$ cat src/rtl/riscv_pkg.sv
// Shared RV32I decode constants: opcodes, control encodings and the pipeline bubble.
package riscv_pkg;

    localparam int XLEN  = 32;
    localparam int NREGS = 32;
    localparam logic [31:0] NOP_INSTR = 32'h0000_0013;

    localparam logic [6:0] OP_LW   = 7'b0000011;
    localparam logic [6:0] OP_SW   = 7'b0100011;
    localparam logic [6:0] OP_R    = 7'b0110011;
    localparam logic [6:0] OP_I    = 7'b0010011;
    localparam logic [6:0] OP_BEQ  = 7'b1100011;
    localparam logic [6:0] OP_JAL  = 7'b1101111;

    typedef enum logic [2:0] {
        ALU_ADD = 3'b000,
        ALU_SUB = 3'b001,
        ALU_AND = 3'b010,
        ALU_OR  = 3'b011,
        ALU_SLT = 3'b101
    } alu_ctl_e;

    typedef enum logic [1:0] {
        RES_ALU = 2'b00,
        RES_MEM = 2'b01,
        RES_PC4 = 2'b10
    } res_src_e;

    typedef enum logic [1:0] {
        IMM_I = 2'b00,
        IMM_S = 2'b01,
        IMM_B = 2'b10,
        IMM_J = 2'b11
    } imm_src_e;

    // sub_ok is only set for R-type; I-ALU uses bit 30 as immediate, not as a sub select.
    function automatic alu_ctl_e alu_dec(input logic [2:0] f3, input logic sub_ok);
        case (f3)
            3'b000:  return sub_ok ? ALU_SUB : ALU_ADD;
            3'b010:  return ALU_SLT;
            3'b110:  return ALU_OR;
            3'b111:  return ALU_AND;
            default: return ALU_ADD;
        endcase
    endfunction

endpackage

$ cat src/rtl/decode_stage_if.sv
// Fetch/hazard/writeback inputs and ID/EX-bound outputs of the decode stage.
// IllegalD/IllegalSeen exist only when ILLEGAL_OPCODE_EN is defined.
interface decode_stage_if;
    import riscv_pkg::*;

    logic            StallD, FlushD;
    logic [XLEN-1:0] InstrF, PCF, PCplus4F;
    logic            RegWriteW;
    logic [4:0]      rdW;
    logic [XLEN-1:0] ResultW;

    logic            RegWriteD, MemWriteD, JumpD, BranchD, ALUSrcD;
    logic [2:0]      ALUControlD;
    logic [1:0]      ResultSrcD, ImmSrcD;
    logic [4:0]      rdD, rs1D, rs2D;
    logic [XLEN-1:0] RD1D, RD2D, PCD, PCplus4D, ImmExtD;
`ifdef ILLEGAL_OPCODE_EN
    logic            IllegalD, IllegalSeen;
`endif

    modport master (
        output StallD, FlushD, InstrF, PCF, PCplus4F, RegWriteW, rdW, ResultW,
        input  RegWriteD, MemWriteD, JumpD, BranchD, ALUSrcD, ALUControlD,
        input  ResultSrcD, ImmSrcD, rdD, rs1D, rs2D, RD1D, RD2D, PCD, PCplus4D,
        input  ImmExtD
`ifdef ILLEGAL_OPCODE_EN
        , input IllegalD, IllegalSeen
`endif
    );

    modport slave (
        input  StallD, FlushD, InstrF, PCF, PCplus4F, RegWriteW, rdW, ResultW,
        output RegWriteD, MemWriteD, JumpD, BranchD, ALUSrcD, ALUControlD,
        output ResultSrcD, ImmSrcD, rdD, rs1D, rs2D, RD1D, RD2D, PCD, PCplus4D,
        output ImmExtD
`ifdef ILLEGAL_OPCODE_EN
        , output IllegalD, IllegalSeen
`endif
    );

endinterface

$ cat src/rtl/register_file.sv
// 2R1W register file; x0 hardwired to zero, same-cycle write-through on both read ports.
module register_file
    import riscv_pkg::*;
#(
    parameter  int W  = XLEN,
    parameter  int N  = NREGS,
    localparam int AW = $clog2(N)
) (
    input  logic          clk,
    input  logic          reset,
    input  logic          we,
    input  logic [AW-1:0] wa,
    input  logic [W-1:0]  wd,
    input  logic [AW-1:0] ra1,
    input  logic [AW-1:0] ra2,
    output logic [W-1:0]  rd1,
    output logic [W-1:0]  rd2
);

    logic [W-1:0] regs [N];
    logic         wr_ok;

    assign wr_ok = we && (wa != '0);

    always_ff @(posedge clk) begin
        if (reset) begin
            for (int i = 0; i < N; i++) regs[i] <= '0;
        end else if (wr_ok) begin
            regs[wa] <= wd;
        end
    end

    assign rd1 = (ra1 == '0) ? '0 : (wr_ok && wa == ra1) ? wd : regs[ra1];
    assign rd2 = (ra2 == '0) ? '0 : (wr_ok && wa == ra2) ? wd : regs[ra2];

endmodule

$ cat src/rtl/decode_stage.sv
// RV32I decode stage: IF/ID register, register file, control decoder, immediate extender.
// Define ILLEGAL_OPCODE_EN to add IllegalD and the sticky IllegalSeen flag.
module decode_stage
    import riscv_pkg::*;
(
    input  logic          clk,
    input  logic          reset,
    decode_stage_if.slave d
);

    logic [31:0]     instr_d;
    logic [XLEN-1:0] pc_d, pc4_d;

    // Flush outranks stall so a squashed slot never sticks around.
    always_ff @(posedge clk) begin
        if (reset || d.FlushD) begin
            instr_d <= NOP_INSTR;
            pc_d    <= '0;
            pc4_d   <= '0;
        end else if (!d.StallD) begin
            instr_d <= d.InstrF;
            pc_d    <= d.PCF;
            pc4_d   <= d.PCplus4F;
        end
    end

    logic [6:0] opcode;
    assign opcode = instr_d[6:0];

    register_file u_rf (
        .clk   (clk),
        .reset (reset),
        .we    (d.RegWriteW),
        .wa    (d.rdW),
        .wd    (d.ResultW),
        .ra1   (instr_d[19:15]),
        .ra2   (instr_d[24:20]),
        .rd1   (d.RD1D),
        .rd2   (d.RD2D)
    );

    logic     reg_write, mem_write, jump, branch, alu_src;
    alu_ctl_e alu_ctl;
    res_src_e res_src;
    imm_src_e imm_src;

    always_comb begin
        reg_write = 1'b0;
        mem_write = 1'b0;
        jump      = 1'b0;
        branch    = 1'b0;
        alu_src   = 1'b0;
        alu_ctl   = ALU_ADD;
        res_src   = RES_ALU;
        imm_src   = IMM_I;
        case (opcode)
            OP_LW: begin
                reg_write = 1'b1;
                alu_src   = 1'b1;
                res_src   = RES_MEM;
            end
            OP_SW: begin
                mem_write = 1'b1;
                alu_src   = 1'b1;
                imm_src   = IMM_S;
            end
            OP_R: begin
                reg_write = 1'b1;
                alu_ctl   = alu_dec(instr_d[14:12], instr_d[30]);
            end
            OP_I: begin
                reg_write = 1'b1;
                alu_src   = 1'b1;
                alu_ctl   = alu_dec(instr_d[14:12], 1'b0);
            end
            OP_BEQ: begin
                branch    = 1'b1;
                imm_src   = IMM_B;
                alu_ctl   = ALU_SUB;
            end
            OP_JAL: begin
                jump      = 1'b1;
                reg_write = 1'b1;
                imm_src   = IMM_J;
                res_src   = RES_PC4;
            end
            default: ;
        endcase
    end

    logic [XLEN-1:0] imm_ext;

    always_comb begin
        imm_ext = '0;
        case (imm_src)
            IMM_I: imm_ext = {{20{instr_d[31]}}, instr_d[31:20]};
            IMM_S: imm_ext = {{20{instr_d[31]}}, instr_d[31:25], instr_d[11:7]};
            IMM_B: imm_ext = {{19{instr_d[31]}}, instr_d[31], instr_d[7],
                              instr_d[30:25], instr_d[11:8], 1'b0};
            IMM_J: imm_ext = {{11{instr_d[31]}}, instr_d[31], instr_d[19:12],
                              instr_d[20], instr_d[30:21], 1'b0};
            default: imm_ext = '0;
        endcase
    end

    assign d.RegWriteD   = reg_write;
    assign d.MemWriteD   = mem_write;
    assign d.JumpD       = jump;
    assign d.BranchD     = branch;
    assign d.ALUSrcD     = alu_src;
    assign d.ALUControlD = alu_ctl;
    assign d.ResultSrcD  = res_src;
    assign d.ImmSrcD     = imm_src;
    assign d.rdD         = instr_d[11:7];
    assign d.rs1D        = instr_d[19:15];
    assign d.rs2D        = instr_d[24:20];
    assign d.PCD         = pc_d;
    assign d.PCplus4D    = pc4_d;
    assign d.ImmExtD     = imm_ext;

`ifdef ILLEGAL_OPCODE_EN
    logic illegal, illegal_seen;

    assign illegal = !(opcode inside {OP_LW, OP_SW, OP_R, OP_I, OP_BEQ, OP_JAL});

    always_ff @(posedge clk) begin
        if (reset)        illegal_seen <= 1'b0;
        else if (illegal) illegal_seen <= 1'b1;
    end

    assign d.IllegalD    = illegal;
    assign d.IllegalSeen = illegal_seen;
`endif

endmodule

$ cat src/flat_wrapper.sv
// flat-port wrapper written by rule: the top's interface ports become plain ports
module decode_stage_flat import riscv_pkg::*;
  (clk, reset, d_StallD, d_FlushD, d_InstrF, d_PCF, d_PCplus4F, d_RegWriteW, d_rdW, d_ResultW, d_RegWriteD, d_MemWriteD, d_JumpD, d_BranchD, d_ALUSrcD, d_ALUControlD, d_ResultSrcD, d_ImmSrcD, d_rdD, d_rs1D, d_rs2D, d_RD1D, d_RD2D, d_PCD, d_PCplus4D, d_ImmExtD);
  decode_stage_if d_i ();
  input  logic clk;
  input  logic reset;
  input wire logic [$bits(d_i.StallD)-1:0] d_StallD;
  input wire logic [$bits(d_i.FlushD)-1:0] d_FlushD;
  input wire logic [$bits(d_i.InstrF)-1:0] d_InstrF;
  input wire logic [$bits(d_i.PCF)-1:0] d_PCF;
  input wire logic [$bits(d_i.PCplus4F)-1:0] d_PCplus4F;
  input wire logic [$bits(d_i.RegWriteW)-1:0] d_RegWriteW;
  input wire logic [$bits(d_i.rdW)-1:0] d_rdW;
  input wire logic [$bits(d_i.ResultW)-1:0] d_ResultW;
  output wire logic [$bits(d_i.RegWriteD)-1:0] d_RegWriteD;
  output wire logic [$bits(d_i.MemWriteD)-1:0] d_MemWriteD;
  output wire logic [$bits(d_i.JumpD)-1:0] d_JumpD;
  output wire logic [$bits(d_i.BranchD)-1:0] d_BranchD;
  output wire logic [$bits(d_i.ALUSrcD)-1:0] d_ALUSrcD;
  output wire logic [$bits(d_i.ALUControlD)-1:0] d_ALUControlD;
  output wire logic [$bits(d_i.ResultSrcD)-1:0] d_ResultSrcD;
  output wire logic [$bits(d_i.ImmSrcD)-1:0] d_ImmSrcD;
  output wire logic [$bits(d_i.rdD)-1:0] d_rdD;
  output wire logic [$bits(d_i.rs1D)-1:0] d_rs1D;
  output wire logic [$bits(d_i.rs2D)-1:0] d_rs2D;
  output wire logic [$bits(d_i.RD1D)-1:0] d_RD1D;
  output wire logic [$bits(d_i.RD2D)-1:0] d_RD2D;
  output wire logic [$bits(d_i.PCD)-1:0] d_PCD;
  output wire logic [$bits(d_i.PCplus4D)-1:0] d_PCplus4D;
  output wire logic [$bits(d_i.ImmExtD)-1:0] d_ImmExtD;
  assign d_i.StallD = d_StallD;
  assign d_i.FlushD = d_FlushD;
  assign d_i.InstrF = d_InstrF;
  assign d_i.PCF = d_PCF;
  assign d_i.PCplus4F = d_PCplus4F;
  assign d_i.RegWriteW = d_RegWriteW;
  assign d_i.rdW = d_rdW;
  assign d_i.ResultW = d_ResultW;
  assign d_RegWriteD = d_i.RegWriteD;
  assign d_MemWriteD = d_i.MemWriteD;
  assign d_JumpD = d_i.JumpD;
  assign d_BranchD = d_i.BranchD;
  assign d_ALUSrcD = d_i.ALUSrcD;
  assign d_ALUControlD = d_i.ALUControlD;
  assign d_ResultSrcD = d_i.ResultSrcD;
  assign d_ImmSrcD = d_i.ImmSrcD;
  assign d_rdD = d_i.rdD;
  assign d_rs1D = d_i.rs1D;
  assign d_rs2D = d_i.rs2D;
  assign d_RD1D = d_i.RD1D;
  assign d_RD2D = d_i.RD2D;
  assign d_PCD = d_i.PCD;
  assign d_PCplus4D = d_i.PCplus4D;
  assign d_ImmExtD = d_i.ImmExtD;
  decode_stage u_core (.clk(clk), .reset(reset), .d(d_i));
endmodule
$ cat config.mk
export PLATFORM = sky130hd
export DESIGN_NAME = decode_stage_flat
export DESIGN_NICKNAME = d
export VERILOG_FILES = /design/src/rtl/riscv_pkg.sv /design/src/rtl/decode_stage_if.sv /design/src/rtl/register_file.sv /design/src/rtl/decode_stage.sv /design/src/flat_wrapper.sv
export SDC_FILE = /design/constraint.sdc
export NUM_CORES = 2
export LEC_CHECK = 0
export CORE_MARGIN = 2
export CORE_UTILIZATION = 34
export CTS_BUF_LIST = sky130_fd_sc_hd__clkbuf_16
export DETAILED_ROUTE_END_ITERATION = 8
export PLACE_DENSITY = 0.54
export SETUP_SLACK_MARGIN = 0.4
export SLEW_MARGIN = 20
export SYNTH_ARGS = -nofsm -noshare
export SYNTH_HDL_FRONTEND = slang
export SYNTH_SLANG_ARGS = --single-unit
$ cat constraint.sdc
create_clock -name clk -period 2.97 [get_ports clk]
set_input_delay 0.594 -clock clk [delete_from_list [all_inputs] [get_ports clk]]
set_output_delay 0.594 -clock clk [all_outputs]
set_load 0.005 [all_outputs]
---- After elaboration in Yosys (flattened, before gate mapping) ----
Memories as Yosys holds them, arrays and structs flattened. A register that Yosys moved wholly into a read port is not among the register bits.
Cells that the tools add are included.
operators by class
  equal/unequal tests ..................... 14
  multiplexer cells ....................... 28
  reduce and logical (&&, ||, !) cells .... 12
operator list
  operator                                       count
  2-to-1 mux 32 bit                              5
  case mux 32 bit (4 select lines)               1
  OR reduction 32 bit                            1
  2-to-1 mux 5 bit                               5
  case mux 3 bit (3 select lines)                2
  == test 7 x 6 -> 1 bit, second input constant  2
  == test 7 bit, second input constant           2
  2-to-1 mux 1 bit                               12
  case mux 3 bit (4 select lines)                1
  == test 5 bit                                  2
  zero test 5 bit                                2
  == test 7 x 2 -> 1 bit, second input constant  1
  == test 7 x 5 -> 1 bit, second input constant  1
  == test 3 bit, second input constant           2
  case mux 2 bit (3 select lines)                1
  nonzero test 5 bit                             1
  == test 2 bit, second input constant           2
  case mux 2 bit (2 select lines)                1
  OR reduction 4 bit                             1
  == test 3 x 2 -> 1 bit, second input constant  1
  logical AND 1 bit                              3
  zero test 3 bit                                1
  OR reduction 3 bit                             1
  == test 2 x 1 -> 1 bit, second input constant  1
  2 further kinds                                2
word-level totals
  register bits ........................... 96
  output and inout bits ................... 187
  memories kept ........................... 1
  memory bits (writable) .................. 1024
memories
  memory            words  bits a word  rd ports  clocked after Yosys merged registers in  write ports  line                 RTL
  u_core.u_rf.regs  32     32           2         2                                        32           register_file.sv:20  logic [W-1:0] regs [N];

---- Logic depth before layout (Yosys ltp) ----
  depth after elaboration ................. 7
  mapped depth ............................ 11

---- By module ----
Synthesis repeated with hierarchy kept, for this count alone.
second synthesis, totals
  cell total of the unflattened synthesis .. 4310
  area, all modules ....................... 59679.7 um2
modules (own cells, without submodules)
  module         area an instance (um2)  sequential area each (um2)  cells each  instances
  register_file  55723.4                 30749.5                     3918        1
  decode_stage   3956.3                  1921.8                      392         1

---- Worst setup path before layout ----
Ideal clock, no wire load.
  path kind ............................... input port to output port
  from .................................... input port d_rdW[3]
  to ...................................... output port d_RD2D[13]
  cell stages on the path ................. 7
  path slack .............................. 0.167 ns
  data arrival time ....................... 2.209 ns
  cells stage by stage .................... buf_2 or3_1 nor3_1 and4b_1 buf_2 buf_2 a22o_1
between the ends
  longest elaborated chain between the ends .. 5
  elaborated cells on any way between the ends .. 6
  those cells by class .................... eq/ne (1); mux (2); reduce/logical (3)
RTL lines
  element                              line                 RTL
  start, declared                      flat_wrapper.sv:13   input wire logic [$bits(d_i.rdW)-1:0] d_rdW;
  nonzero test 5 bit                   register_file.sv:23  assign wr_ok = we && (wa != '0);
  logical AND 1 bit                    register_file.sv:23
  logical AND 1 bit (*)                register_file.sv:34  assign rd2 = (ra2 == '0) ? '0 : (wr_ok && wa == ra2) ? wd : regs[ra2];
  2-to-1 mux 32 bit (*) (2 in series)  register_file.sv:34
  end, declared                        flat_wrapper.sv:27   output wire logic [$bits(d_i.RD2D)-1:0] d_RD2D;
Mark *: on every way between the ends. The rest lies on a longest branch, timed or not.

==> flow_metrics.py <==
metrics = {
    "place": {
        "dpl_worst_slack_ns": -1.37,
        "placed_area_sq_mm": 0.0720,
        "io_buffers": 324,
        "dpl.hpwl_microns": 171000,
        "gp_congestion": 0.895,
    },
    "worst_setup_path": {
        "crit_top_cell": "mux4_2",
        "slowest_stage": "mux4_2",
        "crit_cells": 8,
        "cp-endpoint": "d_RD2D[31]",
        "r2r_slack_ns": 2.00,
        "reg2reg_to": "u_core.instr_d[20]",
        "cp_num_buf_inv": 4,
        "cpLargestDelayFamily": "multiplexers",
        "cp-start-kind": "flip-flop",
        "crit_fanout": 8,
        "r2r_start": "u_core.instr_d[20]",
        "rr_worst_depth": 3,
        "required_ns": 2.38,
        "cp.arrival_ns": 3.34,
        "end_kind": "output port",
        "cp_cell_sequence": "buf_12 -> buf_16 -> buf_6 -> mux4_2 -> mux4_2 -> mux2_4 -> a22o_1 -> buf_2",
        "path_class": "reg2out",
        "slowest_delay_ns": 0.61,
    },
    "power": {
        "vdd_ir_drop_max_mv": 0.511,
        "power_uw": 41200,
        "pwr_density_cell_mw_per_mm2": 491,
        "p_leak_uw": 0.0300,
    },
    "global_route": {
        "antenna_found_initial": 9,
        "grt_overflow": 0,
        "grt_usage_pct": 28.8,
        "grt_pass1_wl_microns": 367000,
        "grt_pass1_vias": 47000,
        "grt_max_degree": 66,
    },
    "floorplanning": {
        "die_h_microns": 427,
        "ios": 325,
        "row_count": 155,
        "die_area_sq_mm": 0.182,
        "core_area_sq_mm": 0.178,
        "die_w_microns": 427,
        "start_util_pct": 34.1,
    },
    "synth": {
        "yosysWarnings": 0,
        "synth_edf_count": 1024,
        "synthCells": 4587,
        "synth.distinct_cells": 63,
        "seq_area_frac_synth_pct": 54.1,
        "synth_flop_cell": "edfxtp_1",
        "avgSynthCellArea_sq_um": 13.2,
        "synth_top_area_share_pct": 50.7,
        "synth_area_leaders": "edfxtp_1, and2_1, mux4_2",
        "syn_area_sq_mm": 0.0607,
        "ys_async_sr_fraction_pct": 0,
        "synth_top_area_cell": "edfxtp_1",
        "synth-seq-cells": 1130,
    },
    "timing": {
        "timing.hold.ws_ns": 0.356,
        "period_share_pct": 133,
        "fmaxAchievable_ghz": 0.254,
        "min_period_ns": 3.94,
        "clock_skew_ns": 0.0102,
        "setup_ws_ns": -0.969,
        "rsz0062_at_grt": "true",
        "slew_violations": 0,
        "worst_slew_pin_slew_ns": 0.749,
        "finalHoldViolCount": 0,
        "slew-limit-headroom_pct": 50.1,
        "setup_viol": 67,
    },
    "run": {
        "cap_viol_max_count": 0,
    },
    "finish": {
        "final_layout_size_suffix_gt1_share_pct": 37.9,
        "fin_area_sq_mm": 0.0840,
        "area_growth_pct": 38.4,
        "final_nets": 5747,
    },
    "run_status": {
        "outcome": "complete, but fails checks",
        "failed_checks": "negative setup slack",
    },
    "detailed_routing": {
        "wl_per_cell_microns": 32.9,
        "totalWireLength_microns": 266000,
        "vias": 46800,
        "drt_iter0_markers": 4973,
        "highest_layer": "met5",
        "drtAntennaViolNets": 0,
        "via_per_inst": 5.79,
        "met3WireLength_microns": 21800,
        "dr_wl_met2_microns": 123000,
        "wl_met1_microns": 103000,
        "dr.pass1.iters": 6,
        "drc": 0,
    },
    "hold_path": {
        "hold_path_class": "in2reg",
    },
    "clock_network": {
        "clock-root-buffer": "clkbuf_16",
        "cts.path.max_buffers": 3,
        "clk_latency_ns": 0.77,
        "cts_sinks": 1130,
        "cts_inserted_buffers": 137,
        "cts_tree": "yes",
        "path_clk_slew_ns": 0.06,
        "cts-htree-levels": 4,
    },
}
## kinds of logic (layout without fill, tap and decap cells)
| family | count (synthesis) | count (layout) | share of synthesized area [%] |
|---|---|---|---|
| flops | 1130 | 1130 | 54.1 |
| compound gates | 614 | 614 | 7.44 |
| other cells | 1 | 41 | 0.00618 |
| xor+xnor | 10 | 10 | 0.144 |
| buf+inv | 514 | 1615 | 4.44 |
| simple gates | 1467 | 1468 | 14.0 |
| mux | 851 | 851 | 19.8 |
## worst min-delay path, stage by stage
cell and delay (ns):
buf_4 0.26, mux2i_1 0.17, nand2_1 0.06
## stage by stage
| step | cells | setup TNS [ns] | utilization, % |
|---|---|---|---|
| global route | 8075 | -58.36 | 47.2 |
| CTS | 8025 | -54.86 | 46.5 |
| global placement | 7470 | -72.65 | 40.5 |
| floorplan | 4618 | 0 | - |
| finish | 8084 | -51.46 | 47.2 |
| detailed placement | 7470 | -74.24 | 40.5 |
## sequential cells by signal (all words and copies together) (netlist names), named ones only
signal,cells
u_core.u_rf.regs,1024
u_core.d.PCD,32
u_core.d.PCplus4D,32
u_core.instr_d,32
## cells in the mapped netlist (17+ instances only)
cell	count
buf_4	78
o211ai_1	18
dfxtp_1	106
nand2b_1	40
buf_2	42
a211oi_1	43
edfxtp_1	1024
and2_1	997
nor2_1	174
a21o_1	20
nor3_1	68
clkbuf_1	327
a221oi_1	173
o21ai_0	93
o31ai_1	17
nor2b_1	18
a21oi_1	87
nand2_1	60
buf_6	28
a22oi_1	68
or2_2	42
nand3_1	35
a221o_1	28
mux4_2	276
mux2i_1	565
## worst min path at each step
stage                       start                  to  slack [ns]  cells past startpoint
3_3_place_gp      u_core.d.PCD[1]     u_core.d.PCD[1]        0.47                      2
6_report                 d_StallD   u_core.instr_d[4]        0.36                      3
5_1_grt                  d_StallD   u_core.instr_d[4]        0.34                      3
3_5_place_dp     u_core.d.PCD[25]    u_core.d.PCD[25]        0.48                      2
4_1_cts                  d_StallD   u_core.instr_d[4]        0.30                      3
2_1_floorplan  u_core.instr_d[25]  u_core.instr_d[25]        0.46                      2
## cell type report
cell class                 count  area [sq um]
antenna                        9          22.5
clock buffer                 140          3500
clock inverter               110           802
fill                       15500         93900
inverter                      10          51.3
multi-input combinational   2975         28400
sequential                  1130         32900
tap                         2355          2950
timing repair buffer        1355         15300
## timing repair
item                                    4_1_cts  5_1_grt
endpoints found under the hold margin         0        0
cloned                                       34        0
setup buffers                               271       50
endpoints found under the setup margin       90      102
hold buffers                                  0        0
pin swaps                                   309      131
gates resized for setup                    1090      185
## layout by cell type (no fill, tap or decap), drive strengths merged, types with 11 or more instances in the layout
master | netlist | final
a211oi | 44 | 44
a21o | 20 | 20
a21oi | 87 | 87
a221o | 28 | 28
a221oi | 175 | 175
a22o | 13 | 13
a22oi | 68 | 68
and2 | 997 | 998
buf | 173 | 1118
clkbuf | 330 | 141
clkdlybuf4s50 | 0 | 232
clkinv | 2 | 60
conb | 1 | 32
dfxtp | 106 | 106
edfxtp | 1024 | 1024
inv | 8 | 50
mux2i | 565 | 565
mux4 | 280 | 280
nand2 | 60 | 60
nand2b | 40 | 40
nand3 | 35 | 35
nor2 | 174 | 174
nor2b | 18 | 18
nor3 | 68 | 68
o211ai | 18 | 18
o21ai | 95 | 95
o31ai | 17 | 17
o32a | 11 | 11
or2 | 43 | 43
or3 | 12 | 12
## routing by layer
layer | GRT usage (%) | vias to the layer above
met5 | 0 | -
met4 | 16.7 | 2
met3 | 5.05 | 683
met2 | 46.4 | 2594
met1 | 36.5 | 24100
li1 | - | 19400
## report_power, final
part           internal [uW]  switching (uW)
Sequential             18200             479
Combinational           2880            3340
Clock                   9270            7100
Note: power is estimated with default switching activity, not from simulation.
